**config.mk**
```make
export PLATFORM = sky130hd
export DESIGN_NAME = frame_scheduler
export DESIGN_NICKNAME = d
export VERILOG_FILES = /design/src/rtl/frame_scheduler.sv
export SDC_FILE = /design/constraint.sdc
export NUM_CORES = 1
export LEC_CHECK = 0
export CORE_UTILIZATION = 50
export DETAILED_ROUTE_END_ITERATION = 10
export MAX_ROUTING_LAYER = met4
export PLACE_DENSITY = 0.69
export SETUP_SLACK_MARGIN = 0.05
export SLEW_MARGIN = 15
export SYNTH_ARGS = -nofsm -noshare
export SYNTH_HDL_FRONTEND = slang
export SYNTH_SLANG_ARGS = --single-unit
```
**constraint.sdc**
```tcl
create_clock -name ACLK -period 3.5 [get_ports ACLK]
set_input_delay 0.35 -clock ACLK [delete_from_list [all_inputs] [get_ports ACLK]]
set_output_delay 0.35 -clock ACLK [all_outputs]
set_load 0.01 [all_outputs]
```
**src/rtl/frame_scheduler.sv**
```systemverilog
// Frame scheduler: sequences BRAM-to-stream frames with inter-frame gaps and
// hands the BRAM to a loader only at frame boundaries.
//
//   state | meaning
//   IDLE  | no run active, waiting for a start or a load request
//   LOAD  | loader owns the BRAM, streaming disabled
//   RUN   | streaming a frame, counting handshaked beats
//   GAP   | idle cycles between frames of a run
module frame_scheduler #(
  parameter int FRAME_WORDS = 1040,
  parameter int CNT_W       = 16
) (
  input  logic             ACLK,
  input  logic             ARESET,
  input  logic             CFG_START,
  input  logic             CFG_STOP,
  input  logic [CNT_W-1:0] CFG_NUM_FRAMES,
  input  logic [CNT_W-1:0] CFG_GAP,
  input  logic             LOAD_REQ,
  input  logic             LOAD_DONE,
  output logic             LOAD_GNT,
  output logic             STRM_EN,
  input  logic             MON_TVALID,
  input  logic             MON_TREADY,
  input  logic             MON_TLAST,
  output logic             BUSY,
  output logic [CNT_W-1:0] FRAME_CNT,
  output logic             DONE,
  output logic             ERR
);

  typedef enum logic [1:0] {S_IDLE, S_LOAD, S_RUN, S_GAP} state_t;

  localparam logic [CNT_W-1:0] FRAME_LEN = CNT_W'(FRAME_WORDS);
  localparam logic [CNT_W-1:0] ONE       = CNT_W'(1);

  state_t           state, state_nxt;
  logic [CNT_W-1:0] num_frames, gap_len, gap_cnt, beat_cnt;
  logic             start_pend, stop_flag, run_active;

  logic             beat, frame_end, stop_now, last_frame;
  logic             start_run, end_run;
  logic [CNT_W-1:0] frame_next, beat_next;

  assign beat       = (state == S_RUN) && MON_TVALID && MON_TREADY;
  assign frame_end  = beat && MON_TLAST;
  assign frame_next = FRAME_CNT + ONE;
  assign beat_next  = beat_cnt + ONE;
  // A stop request arriving in the same cycle as a boundary takes effect at once.
  assign stop_now   = stop_flag || CFG_STOP;
  assign last_frame = stop_now || ((num_frames != '0) && (frame_next == num_frames));

  always_comb begin
    state_nxt = state;
    start_run = 1'b0;
    end_run   = 1'b0;
    case (state)
      S_IDLE: begin
        if (LOAD_REQ) begin
          state_nxt = S_LOAD;
        end else if (CFG_START) begin
          state_nxt = S_RUN;
          start_run = 1'b1;
        end
      end
      S_LOAD: begin
        if (LOAD_DONE) begin
          if (run_active) begin
            if (stop_now) begin
              state_nxt = S_IDLE;
              end_run   = 1'b1;
            end else begin
              state_nxt = (gap_len != '0) ? S_GAP : S_RUN;
            end
          end else if (start_pend) begin
            state_nxt = S_RUN;
            start_run = 1'b1;
          end else begin
            state_nxt = S_IDLE;
          end
        end
      end
      S_RUN: begin
        if (frame_end) begin
          if (last_frame) begin
            state_nxt = S_IDLE;
            end_run   = 1'b1;
          end else if (LOAD_REQ) begin
            state_nxt = S_LOAD;
          end else if (gap_len != '0) begin
            state_nxt = S_GAP;
          end
        end
      end
      S_GAP: begin
        if (stop_now) begin
          state_nxt = S_IDLE;
          end_run   = 1'b1;
        end else if (LOAD_REQ) begin
          state_nxt = S_LOAD;
        end else if (gap_cnt == ONE) begin
          state_nxt = S_RUN;
        end
      end
      default: state_nxt = S_IDLE;
    endcase
  end

  always_ff @(posedge ACLK) begin
    if (ARESET) begin
      state      <= S_IDLE;
      STRM_EN    <= 1'b0;
      LOAD_GNT   <= 1'b0;
      BUSY       <= 1'b0;
      DONE       <= 1'b0;
      ERR        <= 1'b0;
      FRAME_CNT  <= '0;
      beat_cnt   <= '0;
      gap_cnt    <= '0;
      num_frames <= '0;
      gap_len    <= '0;
      start_pend <= 1'b0;
      stop_flag  <= 1'b0;
      run_active <= 1'b0;
    end else begin
      state    <= state_nxt;
      STRM_EN  <= (state_nxt == S_RUN);
      LOAD_GNT <= (state_nxt == S_LOAD);
      BUSY     <= (state_nxt != S_IDLE);
      DONE     <= end_run;

      if (start_run) begin
        num_frames <= CFG_NUM_FRAMES;
        gap_len    <= CFG_GAP;
        FRAME_CNT  <= '0;
        beat_cnt   <= '0;
        stop_flag  <= 1'b0;
        start_pend <= 1'b0;
        run_active <= 1'b1;
      end else begin
        if ((state == S_IDLE) && LOAD_REQ && CFG_START)
          start_pend <= 1'b1;
        if (end_run) begin
          run_active <= 1'b0;
          stop_flag  <= 1'b0;
        end else if ((state != S_IDLE) && CFG_STOP) begin
          stop_flag <= 1'b1;
        end
        if (beat) begin
          if (MON_TLAST) begin
            beat_cnt  <= '0;
            FRAME_CNT <= frame_next;
            if (beat_next != FRAME_LEN)
              ERR <= 1'b1;
          end else begin
            beat_cnt <= beat_next;
          end
        end
      end

      // Gap timer: loaded on entry, leaves GAP at terminal count 1.
      if ((state_nxt == S_GAP) && (state != S_GAP))
        gap_cnt <= gap_len;
      else if (state == S_GAP)
        gap_cnt <= gap_cnt - ONE;
    end
  end

endmodule

```
* After elaboration in Yosys (flattened, before gate mapping)
Cells that the tools add are included.
** Cells by class
- $add $sub $neg :: 3
- Eq/ne operators :: 10
- Mux-type cells :: 32
- Bitwise operators :: 1
- Reductions and logical operators :: 21
** Operators with widths (number)
- $mux W16 :: 3
- $add A16 B1 Y16 const B :: 2
- $reduce_bool A16 Y1 :: 2
- $mux W2 :: 13
- $eq A16 B1 Y1 const B :: 1
- $eq A16 B16 Y1 :: 1
- $ne A16 B11 Y1 const B :: 1
- $sub A16 B1 Y16 const B :: 1
- $mux W1 :: 13
- $eq A2 B2 Y1 const B :: 4
- $logic_and A1 B1 Y1 :: 8
- $pmux W2 S4 :: 1
- $reduce_bool A2 Y1 :: 4
- $eq A2 B1 Y1 const B :: 2
- $reduce_and A4 Y1 :: 1
- $pmux W1 S3 :: 1
- $reduce_or A3 Y1 :: 1
- $logic_not A2 Y1 :: 1
- $logic_or A1 B1 Y1 :: 2
- $ne A2 B2 Y1 const B :: 1
- $pmux W1 S2 :: 1
- $reduce_and A2 Y1 :: 1
- $reduce_or A2 Y1 :: 1
- $not A1 Y1 :: 1
** Storage, ports and cells
- Flip-flop bits (word level) :: 90
- Bits of input ports :: 41
- Output and inout port bits :: 21

* Logic depth before layout (Yosys ltp)
- Word-level depth :: 10
- Mapped depth :: 10

* Worst setup path before layout
OpenSTA, ideal clock, no wires.
- Path kind :: flip-flop to flip-flop
- Start point :: register FRAME_CNT[0]
- End point :: register gap_cnt[12]
- Library setup time :: 135 ps
- Arrival :: 2568 ps
- Data required time :: 3365 ps
- Slack :: 796 ps
- Cell stages (with the launch flop) :: 11
- Path buffers :: 1
- Clock period less this slack :: 2704 ps
- Path through :: dfxtp_1 -> ha_1 -> xor2_1 -> nor2_1 -> nand4_1 -> or4_4 -> o41ai_4 -> nand2_2 -> buf_6 -> a41oi_2 -> a21oi_1
** On the way
- Longest elaborated chain between the ends :: 10
** RTL lines
- from (decl) :: line 27 : output logic [CNT_W-1:0] FRAME_CNT,
- from (signal assigned) :: line 152 : FRAME_CNT <= frame_next;
- $add A16 B1 Y16 (*) :: line 47 : assign frame_next = FRAME_CNT + ONE;
- net frame_next[1] :: line 43 : logic [CNT_W-1:0] frame_next, beat_next;
- $eq A16 B16 Y1 (*) :: line 51 : assign last_frame = stop_now || ((num_frames != '0) && (frame_next == num_frames));
- $logic_and A1 B1 Y1 (*) :: line 51
- $logic_or A1 B1 Y1 (*) :: line 51
- $mux W2 (*) :: line 85 : if (last_frame) begin
- $mux W2 (*) :: line 84 : if (frame_end) begin
- $pmux W2 S4 (*) :: line 57 : case (state)
- $eq A2 B2 Y1 (*) :: line 162 : if ((state_nxt == S_GAP) && (state != S_GAP))
- $logic_and A1 B1 Y1 (*) :: line 162
- $mux W16 / $reduce_bool A2 Y1 (equally long branches)
- to (signal assigned) :: line 163 : gap_cnt <= gap_len;
- to (signal assigned) :: line 165 : gap_cnt <= gap_cnt - ONE;
- to (decl) :: line 38 : logic [CNT_W-1:0] num_frames, gap_len, gap_cnt, beat_cnt;
Mark *: on every way through the listed nets, which the timed path passes. The rest lies on a longest branch.
A chain may end at the register's enable or synchronous reset.

* Worst setup path after layout
- Start point :: register FRAME_CNT[1]
- End point :: register gap_cnt[13]
** On the way
- Longest elaborated chain between the ends :: 10
** RTL lines (line)
- $add A16 B1 Y16 (*) :: 47
- $eq A16 B16 Y1 (*) :: 51
- $logic_and A1 B1 Y1 (*) :: 51
- $logic_or A1 B1 Y1 (*) :: 51
- $mux W2 (*) :: 85
- $mux W2 (*) :: 84
- $pmux W2 S4 (*) :: 57
- $eq A2 B2 Y1 (*) :: 162
- $logic_and A1 B1 Y1 (*) :: 162
- $mux W16 / $reduce_bool A2 Y1 (equally long branches)
Mark *: on every way between the ends. The rest lies on a longest branch, timed or not.

==> impl_metrics.toml <==
[run_status]
status = "complete, no violations"

[sta]
skew_ns = 0.0110
worst_pin_slew_ns = 0.649
rsz0062_at_grt = "false"
relSlewSlack_pct = 56.3
drv_slew = 0
setup_viol = 0
whs_ns = 0.454
max_freq_mhz = 329
finalHoldViolations = 0
min_period_ns = 3.04
period_share_pct = 86.9
setup_ws_ns = 0.458
finalSetupTns_ns = 0

[clocking]
cts_tree = "built"
cts_resized = 0
path_clk_slew_ns = 0.08
ctsHoldBuffers = 0
cts_buffers = 9
h-tree-depth = 3
cts_setup_buffers = 0
cts_buffer_depth = 2
clk_latency_ns = 0.36
root_buffer = "clkbuf_8"
cts_sinks = 90

[finish]
fillers = 851
area_growth_pct = 18.6
layout.area.seq_sq_um = 1800
diodes = 0
final_cell_area_sq_um = 5750
drive_gt1_share_pct = 7.02
fin_nets = 682
multi_input_area_sq_um = 2840

[job]
max_cap_violations = 0

[setup_path]
crit_arrival_ns = 3.31
crit_buf_inv = 0
cp_top_family = "simple AND/OR/NAND/NOR gates"
crit_chain = "ha_1 > nand3_2 > or4_1 > nand3_1 > nand4_1 > nor3_2 > a21o_1 > nor2_1 > a311oi_1"
max_stage_delay_ns = 0.56
worstSetupPathDepth = 9
path_max_fanout = 14
rr_worst_depth = 9
critPathSlowestCell = "or4_1"
cp.required_ns = 3.77
crit_type = "register to register"
startpoint_type = "register"
end_kind = "register"

[route]
antenna_left = 0
post_drt_wl_per_cell_microns = 15.4
first_pass_iters = 4
drc = 0
drt_iter0_drc = 153
wl_microns = 11800
dr_total_vias = 4441
drt-vias-per-instance = 5.77

[logic_synthesis]
synthFlopType = "dfxtp_1"
netlist_instances = 591
ys_types = 63
async_flop_share_pct = 0
yosys_warnings = 0
ys_seq_area_share_pct = 37.2
ys_ff_latch = 90
avgSynthCellArea_sq_um = 8.20
syn-num-nets = 636
netlist_area_sq_um = 4840
synth_edf_count = 0

[floorplanning]
fp.dieW_microns = 100
fp.dieH_microns = 100
boundaryPins = 62
die_area_sq_um = 10100
rows = 35
core_sq_um = 9330
start_util_pct = 51.9

[global_routing]
grt_pass1_vias = 4106
overflow = 0
grt_use_total_pct = 25.2
antenna_found_initial = 0
grt_max_degree = 48
grt_pass1_wl_microns = 19600

[power]
powerDensity_nw_per_um2 = 437
p_leak_nw = 2.04
peakVddDrop_mv = 0.240

[placement]
place_area_sq_um = 5530
post-place-ws_ns = 0.524
io_buffers = 61
gp_congestion = 0.850
hpwl_microns = 8570

[worst_hold_path]
hold_depth = 2
hold_path_class = "register to register"
## cell usage after synthesis (all sizes together) (7+ instances only)
master | instances | area (sq um)
a211oi | 9 | 92.6
a21oi | 34 | 174
a22oi | 9 | 67.6
and3 | 9 | 56.3
buf | 10 | 62.6
clkbuf | 25 | 93.8
dfxtp | 90 | 1800
inv | 13 | 48.8
mux2i | 30 | 300
nand2 | 40 | 153
nand3 | 18 | 100
nand4 | 13 | 87.6
nor2 | 101 | 387
nor3 | 19 | 100
nor4 | 20 | 131
o21ai | 24 | 120
or3 | 7 | 43.8
xnor2 | 20 | 175
xor2 | 17 | 149
## sequential cells by signal (all words and copies together) (netlist names), 2 cells and up
register and flops:
num_frames 16, state 2, FRAME_CNT 16, beat_cnt 16, gap_cnt 16, gap_len 16
## path summary, 6_finish.rpt
kind              slack, ns           to    startpoint
setup reg to reg       0.46  gap_cnt[13]  FRAME_CNT[1]
hold / removal         0.45          ERR           ERR
setup / recovery       0.46  gap_cnt[13]  FRAME_CNT[1]
hold reg to reg        0.45          ERR           ERR
## power breakdown
group          switching (W)  internal, W  total [W]
sequential         0.0000777      0.00109    0.00117
clock               0.000368     0.000420   0.000788
combinational       0.000309     0.000244   0.000553
## per-stage QoR
stage                     instances  power [W]  utilization (%)
final                           770    0.00251             61.6
after global routing            770    0.00264             61.6
after CTS                       770    0.00253             61.6
after detailed placement        755    0.00174             59.3
after global placement          755    0.00173             59.3
after floorplan                 591    0.00157                -
## layout make-up
class,count,share of cell area (%)
Timing Repair Buffer,70,11.8
Clock inverter,4,1.33
Sequential cell,90,31.4
Clock buffer,11,2.46
Inverter,13,0.849
Tap cell,129,2.81
Multi-Input combinational cell,453,49.4
## layer usage
layer	share of wire, %	wire length [microns]	GRT usage, %
met3	4.9	586	6.13
met5	0	0	-
met4	1.5	180	7.13
met2	48	5630	40.4
met1	46	5440	31.6
## cell usage in the layout, fill, tap and decap left out, types with 5 or more instances in the layout
cell,n
nand3_1,16
clkdlybuf4s50_1,61
clkbuf_8,10
nor4_1,19
or3_1,7
and3_1,9
a22oi_1,9
inv_1,13
and2_1,6
o31ai_1,6
o211ai_1,5
xor2_1,17
mux2i_1,30
nor3_1,18
nor2_1,100
o21ai_0,22
a21oi_1,33
a311oi_1,6
buf_4,9
nand2b_1,6
xnor2_1,20
a211oi_2,5
nand2_1,39
dfxtp_1,90
nand4_1,12
a31oi_1,6
## worst min-delay path, stage by stage (launching register included)
cell and delay [ns]:
dfxtp_1 0.32, inv_1 0.04, a21oi_1 0.05
## kinds of logic after synthesis
logic type	synth area share (%)
flip-flops	37.2
AO/OA/AOI/OAI	17.9
AND/OR/NAND/NOR	26.5
adder cells (fa/ha/maj)	1.03
XOR/XNOR	6.69
multiplexers	6.43
buffers and inverters	4.24
Power figures use the tool's default switching activity.
